===== src/rtl/bist_resp_analyzer.sv =====
// Memory BIST response analyzer: compares read data against expected data,
// counts reads and mismatches, captures the first failure, and reports pass/fail.
module bist_resp_analyzer #(
    parameter int unsigned DTA_SIZE  = 8,
    parameter int unsigned ADR_SIZE  = 4,
    parameter int unsigned ERR_CNT_W = 8
) (
    input  logic                 clk,
    input  logic                 rst,
    input  logic                 start,
    input  logic                 rd_valid,
    input  logic                 rd_up,
    input  logic [ADR_SIZE-1:0]  rd_addr,
    input  logic [DTA_SIZE-1:0]  rd_data,
    input  logic [DTA_SIZE-1:0]  exp_data,
    input  logic                 test_end,
    output logic                 busy,
    output logic                 done,
    output logic                 status,
    output logic [ERR_CNT_W-1:0] err_cnt,
    output logic                 count_err,
    output logic                 fail_valid,
    output logic [ADR_SIZE-1:0]  fail_addr,
    output logic [DTA_SIZE-1:0]  fail_syn,
    output logic                 fail_up
);
    localparam int unsigned CNT_W = ADR_SIZE + 2;
    // Full March run reads every word twice: 2**(ADR_SIZE+1)
    localparam logic [CNT_W-1:0] RD_TARGET = {2'b01, {ADR_SIZE{1'b0}}} << 1;

    typedef enum logic [1:0] {IDLE, ARMED, DRAIN, RESULT} state_t;

    state_t                state, state_nxt;
    logic                  s1_valid, s1_valid_nxt, s1_load_c;
    logic [ADR_SIZE-1:0]   s1_addr;
    logic                  s1_up;
    logic [DTA_SIZE-1:0]   s1_syn;
    logic [CNT_W-1:0]      rd_cnt, rd_cnt_nxt;
    logic [ERR_CNT_W-1:0]  err_cnt_nxt;
    logic                  fail_valid_nxt, fail_up_nxt;
    logic [ADR_SIZE-1:0]   fail_addr_nxt;
    logic [DTA_SIZE-1:0]   fail_syn_nxt;
    logic                  busy_nxt, done_nxt, status_nxt, count_err_nxt;
    logic                  s2_miss_c;

    // State register and all registered outputs
    always_ff @(posedge clk) begin
        if (rst) begin
            state      <= IDLE;
            s1_valid   <= 1'b0;
            s1_addr    <= '0;
            s1_up      <= 1'b0;
            s1_syn     <= '0;
            rd_cnt     <= '0;
            err_cnt    <= '0;
            fail_valid <= 1'b0;
            fail_addr  <= '0;
            fail_syn   <= '0;
            fail_up    <= 1'b0;
            busy       <= 1'b0;
            done       <= 1'b0;
            status     <= 1'b0;
            count_err  <= 1'b0;
        end else begin
            state      <= state_nxt;
            s1_valid   <= s1_valid_nxt;
            if (s1_load_c) begin
                s1_addr <= rd_addr;
                s1_up   <= rd_up;
                s1_syn  <= rd_data ^ exp_data;
            end
            rd_cnt     <= rd_cnt_nxt;
            err_cnt    <= err_cnt_nxt;
            fail_valid <= fail_valid_nxt;
            fail_addr  <= fail_addr_nxt;
            fail_syn   <= fail_syn_nxt;
            fail_up    <= fail_up_nxt;
            busy       <= busy_nxt;
            done       <= done_nxt;
            status     <= status_nxt;
            count_err  <= count_err_nxt;
        end
    end

    // Next-state, S1 capture, S2 counting and result evaluation
    always_comb begin
        state_nxt      = state;
        s1_load_c      = 1'b0;
        s1_valid_nxt   = 1'b0;
        s2_miss_c      = s1_valid && (s1_syn != '0);
        rd_cnt_nxt     = rd_cnt;
        err_cnt_nxt    = err_cnt;
        fail_valid_nxt = fail_valid;
        fail_addr_nxt  = fail_addr;
        fail_syn_nxt   = fail_syn;
        fail_up_nxt    = fail_up;
        status_nxt     = status;
        count_err_nxt  = count_err;

        case (state)
            IDLE:    if (start) state_nxt = ARMED;
            ARMED:   if (test_end) state_nxt = DRAIN;
            DRAIN:   state_nxt = RESULT;
            RESULT:  state_nxt = RESULT;
            default: state_nxt = IDLE;
        endcase

        s1_load_c    = (state == ARMED) && rd_valid && !start;
        s1_valid_nxt = s1_load_c;

        if (s1_valid && (rd_cnt != '1))
            rd_cnt_nxt = rd_cnt + CNT_W'(1);
        if (s2_miss_c && (err_cnt != '1))
            err_cnt_nxt = err_cnt + ERR_CNT_W'(1);
        if (s2_miss_c && !fail_valid) begin
            fail_valid_nxt = 1'b1;
            fail_addr_nxt  = s1_addr;
            fail_syn_nxt   = s1_syn;
            fail_up_nxt    = s1_up;
        end

        // Results freeze on the edge the last S1 entry retires
        if (state == DRAIN) begin
            count_err_nxt = (rd_cnt_nxt != RD_TARGET);
            status_nxt    = (err_cnt_nxt == '0) && (rd_cnt_nxt == RD_TARGET);
        end

        if (start) begin
            state_nxt      = ARMED;
            rd_cnt_nxt     = '0;
            err_cnt_nxt    = '0;
            fail_valid_nxt = 1'b0;
            fail_addr_nxt  = '0;
            fail_syn_nxt   = '0;
            fail_up_nxt    = 1'b0;
            status_nxt     = 1'b0;
            count_err_nxt  = 1'b0;
        end

        busy_nxt = (state_nxt == ARMED) || (state_nxt == DRAIN);
        done_nxt = (state_nxt == RESULT);
    end
endmodule


===== config.mk =====
export PLATFORM = sky130hd
export DESIGN_NAME = bist_resp_analyzer
export DESIGN_NICKNAME = d
export VERILOG_FILES = /design/src/rtl/bist_resp_analyzer.sv
export SDC_FILE = /design/constraint.sdc
export NUM_CORES = 1
export LEC_CHECK = 0
export BUFFER_PORTS_ARGS = -buffer_cell sky130_fd_sc_hd__buf_2
export CORE_ASPECT_RATIO = 0.7
export CORE_MARGIN = 8
export CORE_UTILIZATION = 55
export CTS_CLUSTER_DIAMETER = 80
export CTS_CLUSTER_SIZE = 25
export DETAILED_ROUTE_END_ITERATION = 6
export PLACE_DENSITY = 0.82
export SLEW_MARGIN = 40
export SYNTH_ARGS = -nofsm -noshare
export SYNTH_HDL_FRONTEND = slang
export SYNTH_SLANG_ARGS = --single-unit
export TNS_END_PERCENT = 30

===== constraint.sdc =====
create_clock -name clk -period 4.7 [get_ports clk]
set_input_delay 0 -clock clk [delete_from_list [all_inputs] [get_ports clk]]
set_output_delay 0 -clock clk [all_outputs]
set_load 0.1 [all_outputs]

# == Word-level counts from Yosys, hierarchy flattened ==
# Cells that the tools add are included.
# word_totals
ff_bits,48
input_bits,26
output_inout_bits,26
wordCells,48
# op_classes
add_sub_neg,2
eq_ne,10
muxes,5
n_bitwise,1
reduce_logical,15
# op_table
cell,count
6-bit != test (second input constant),2
8-bit by 1-bit adder with 8-bit output (second input constant),1
2-bit equality test (second input constant),4
8-bit zero test,1
8-bit 2-to-1 mux,1
8-bit != test (second input constant),1
8-bit nonzero test,1
8-bit XOR,1
1-bit logical AND,7
6-bit by 1-bit adder with 6-bit output (second input constant),1
6-bit equality test (second input constant),1
6-bit 2-to-1 mux,1
2-bit case mux with 3 select lines,1
2-bit by 1-bit equality test with 1-bit output (second input constant),2
2-bit 2-to-1 mux,2
2-bit OR reduction,2
1-bit zero test,2
2-bit zero test,1
1-bit logical OR,1

# == Longest topological paths before layout ==
# depth
depth_word,6
depth_mapped,7
ltp_nobuf,7

# == Worst setup path before layout ==
# No wires, ideal clock.
# synth_path
kind,register to register
startpoint,reg err_cnt[0]
endpoint,reg status
setup_time_ns,0.069
t_arrival_ns,2.239
t_required_ns,4.631
slack_ns,2.392
path_stages_with_launch,7
n_path_buf,0
period_less_slack_ns,2.308
cell_sequence,dfxtp_1 ha_1 o2111ai_1 o21ai_0 a31oi_1 or4_1 o21ai_1
# synth_via
elab_chain_len,5
elab_cells_between_ends,6
cone_classes,add/sub: 1; eq/ne: 1; mux: 1; reduce/logical: 3
# synth_lines
item,line,text
start: declaration,20,"output logic [ERR_CNT_W-1:0] err_cnt,"
start signal: assignment,73,err_cnt <= err_cnt_nxt;
branches (longest 2 deep; another with 8-bit by 1-bit adder with 8-bit output),-,
8-bit 2-to-1 mux *,113,if (s2_miss_c && (err_cnt != '1))
8-bit zero test *,125,status_nxt = (err_cnt_nxt == '0) && (rd_cnt_nxt == RD_TARGET);
1-bit logical AND *,125,
end signal: assignment,80,status <= status_nxt;
end: declaration,19,"output logic status,"
# Every way passes the cells marked *.
# A chain may end at the register's enable or synchronous reset.

# == Worst setup path in the final report ==
# layout_path
startpoint,reg rd_cnt[0]
endpoint,reg status
# layout_via
elab_chain_len,5
elab_cells_between_ends,6
cone_classes,add/sub: 1; eq/ne: 2; mux: 1; reduce/logical: 2
# layout_lines
item,line,text
start: declaration,38,"logic [CNT_W-1:0] rd_cnt, rd_cnt_nxt;"
start signal: assignment,72,rd_cnt <= rd_cnt_nxt;
branches (longest 2 deep; another with 6-bit by 1-bit adder with 6-bit output),-,
6-bit 2-to-1 mux *,111,if (s1_valid && (rd_cnt != '1))
6-bit equality test *,125,
1-bit logical AND *,125,
# Marked as above.

==> results.sh <==
export IMPL_area_growth_from_synthesis_to_layout_pct=25.64
export IMPL_synthDistinctLibCells=42
export IMPL_gr_total_overflow=0
export IMPL_skew_ns=0.004615
export IMPL_vdd_ir_drop_max_mv=0.2018
export IMPL_setup_viol=0
export IMPL_tightest_slew_ns=0.7689
export IMPL_dieWidth_um=90
export IMPL_path_clk_slew_ns=0.08
export IMPL_post_route_cell_area_um2=2649
export IMPL_via_count=1901
export IMPL_initial_util_pct=58.51
export IMPL_synth_edff_count=0
export IMPL_timing_hold_worst_class="in -> reg"
export IMPL_pin_count=52
export IMPL_timing_fmax_mhz=481.3
export IMPL_postLayoutSetupSlackWorst_ns=2.622
export IMPL_run_status="finished clean"
export IMPL_drt_pre_antenna_iters=4
export IMPL_die_area_um2=6102
export IMPL_route_detailed_vias_per_inst=5.416
export IMPL_syn_inst=235
export IMPL_cts_repair_timing_setup_buffer_count=0
export IMPL_clockRootBuffer="clkbuf_8"
export IMPL_critical_path_endpoint_type="flip-flop"
export IMPL_htree_num_levels=2
export IMPL_grtUsageTotal_pct=17.67
export IMPL_synth_seq_area_share_pct=45.58
export IMPL_finalCriticalPeriod_ns=2.078
export IMPL_core_area_um2=3603
export IMPL_global_placement_routability_congestion=0.8642
export IMPL_slew_violations=0
export IMPL_setup_repair_after_global_routing_missed_its_margin="false"
export IMPL_grt_pass1_wl_um=8735
export IMPL_die_y_um=67.80
export IMPL_final_routed_wire_length_divided_by_cell_count_um=15.17
export IMPL_vias_in_the_first_global_route=1857
export IMPL_final_hold_viol_count=0
export IMPL_syn_nets=264
export IMPL_timing_critical_path_fanout_max=6
export IMPL_postSynthAreaPerCell_um2=8.971
export IMPL_ys_seq_elements=48
export IMPL_drt_drc_violations_left=0
export IMPL_dpl_worst_slack_ns=2.643
export IMPL_worst_endpoint_arrival_ns=2.32
export IMPL_layout_cell_share_with_drive_strength_beyond_1_pct=21.59
export IMPL_worst_setup_path_start_kind="flip-flop"
export IMPL_required_ns=4.94
export IMPL_synth_flop_cell="dfxtp_1"
export IMPL_power_leakage_nw=1.030
export IMPL_setup_tns_final_ns=0
export IMPL_cts_made_buffers=5
export IMPL_n_antenna_cell=0
export IMPL_grt_antenna_before_repair=0
export IMPL_ys_async_sr_fraction_pct=0
export IMPL_hpwl_detailed_um=3447
export IMPL_ant_nets_after_route=0
export IMPL_place_area_um2=2379
export IMPL_grt_max_degree=33
export IMPL_clock_tree_buffer_depth=2
export IMPL_syn_cell_area_um2=2108
export IMPL_finalCritPeriodShare_pct=44.21
export IMPL_worstSkewPairLatency_ns=0.30
export IMPL_nFillCells=271
export IMPL_max_cap_violations=0
export IMPL_power_density_nw_per_um2=279.6
export IMPL_ys_warnings_count=0
export IMPL_tritoncts="done"
export IMPL_critical_path_class="reg -> reg"
export IMPL_slew_limit_headroom_pct=48.74
export IMPL_number_of_rows_in_the_core_area=18
export IMPL_cts_sinks=48
export IMPL_total_routed_wirelength_um=5323
export IMPL_placement_io_buffers=51
export IMPL_nets=329
export IMPL_iteration_0_drc_markers=119
[area by class of cell]
class / instances / area [um^2] / area share, %
Clock buffer: 8 / 90.09 / 3.401
Inverter: 4 / 15.01 / 0.5668
Multi-Input combinational cell: 171 / 1077 / 40.67
Sequential cell: 48 / 960.9 / 36.28
Tap cell: 50 / 62.56 / 2.362
Timing Repair Buffer: 70 / 442.9 / 16.72
[cells by family after synthesis]
group           Yosys count  share of synthesized area [%]
fa+ha+maj                 3                          1.781
mux                      17                          8.071
flops                    48                          45.58
compound gates           37                          12.17
buf+inv                  16                          3.323
xor+xnor                 15                          6.231
simple gates             99                          22.85
[flip-flops by register name (all words and copies together) (netlist names), 2 cells and up]
name and cells:
err_cnt 8, fail_addr 4, fail_syn 8, rd_cnt 6, s1_addr 4, s1_syn 8, state 2
[routing by layer]
metal / vias up / global-route usage, % / wire [um]
met5: - / 0 / 0
met3: 10 / 4.983 / 331
met2: 60 / 29.98 / 2589
li1: 945 / - / -
met4: 0 / 8.660 / 94
met1: 886 / 20.70 / 2308
[timing repair]
action | CTS | global route
hold buffers | 18 | 0
hold endpoints to repair | 12 | 0
resized for setup | 0 | 0
[final timing paths]
kind / start / endpoint / slack, ns / cells past startpoint
hold / removal: exp_data[1] / s1_syn[1]$_SDFFE_PP0P_ / 0.02 / 3
hold reg to reg: status$_SDFFE_PP0N_ / status$_SDFFE_PP0N_ / 0.46 / 2
setup reg to reg: rd_cnt[0]$_SDFF_PP0_ / status$_SDFFE_PP0N_ / 2.62 / 7
setup / recovery: rd_cnt[0]$_SDFF_PP0_ / status$_SDFFE_PP0N_ / 2.62 / 7
[through the flow]
stage | util, % | instances | hold WS, ns | power, mW
finish | 73.51 | 351 | 0.01606 | 0.7405
global route | 73.51 | 351 | 0.01090 | 0.7707
CTS | 73.51 | 351 | 0.005810 | 0.7439
detailed placement | 66.01 | 325 | 0.2557 | 0.4841
global placement | 66.01 | 325 | 0.2489 | 0.4826
floorplan | - | 235 | 0.1360 | 0.4649
[critical path: stages (launching register included)]
cell       delay, ns
dfxtp_1         0.42
ha_1            0.29
nand3_1         0.15
nor3_1          0.26
a21oi_1         0.06
a2111oi_0       0.51
o211ai_1        0.17
o21ai_1         0.15
[placed cells by master, fill, tap and decap left out, types with 2 or more instances in the layout]
| master | instances |
|---|---|
| a211oi_1 | 10 |
| a21boi_2 | 2 |
| a21oi_1 | 10 |
| a31oi_1 | 2 |
| and2_1 | 2 |
| and3_1 | 2 |
| buf_2 | 51 |
| clkbuf_1 | 2 |
| clkbuf_8 | 6 |
| dfxtp_1 | 48 |
| dlygate4sd3_1 | 18 |
| ha_1 | 3 |
| inv_1 | 4 |
| mux2i_1 | 17 |
| nand2_1 | 17 |
| nand3_1 | 7 |
| nand3b_1 | 2 |
| nand4_1 | 4 |
| nor2_1 | 41 |
| nor2b_1 | 5 |
| nor3_1 | 9 |
| nor4_2 | 2 |
| o21a_1 | 2 |
| o21ai_0 | 2 |
| xnor2_1 | 10 |
| xor2_1 | 5 |
[synthesized netlist by cell type (3+ instances only)]
library cell   n  share of area (%)
inv_1          4               0.71
nor2b_1        5                1.5
xnor2_1       10                4.2
nor3_1         9                2.1
nand4_1        4                1.2
nand2_1       17                3.0
nand3_1        7                1.7
nor2_1        41                7.3
clkbuf_1       8                1.4
a21oi_1       10                2.4
xor2_1         5                2.1
a211oi_1      10                3.6
ha_1           3                1.8
dfxtp_1       48                 46
mux2i_1       17                8.1
[power breakdown]
group | total (mW) | switching [mW] | internal (mW) | leakage (nW)
logic | 0.0739 | 0.0384 | 0.0355 | 0.596
registers | 0.418 | 0.00543 | 0.413 | 0.388
clock network | 0.249 | 0.129 | 0.120 | 0.0455
(Power assumes the default switching activity.)
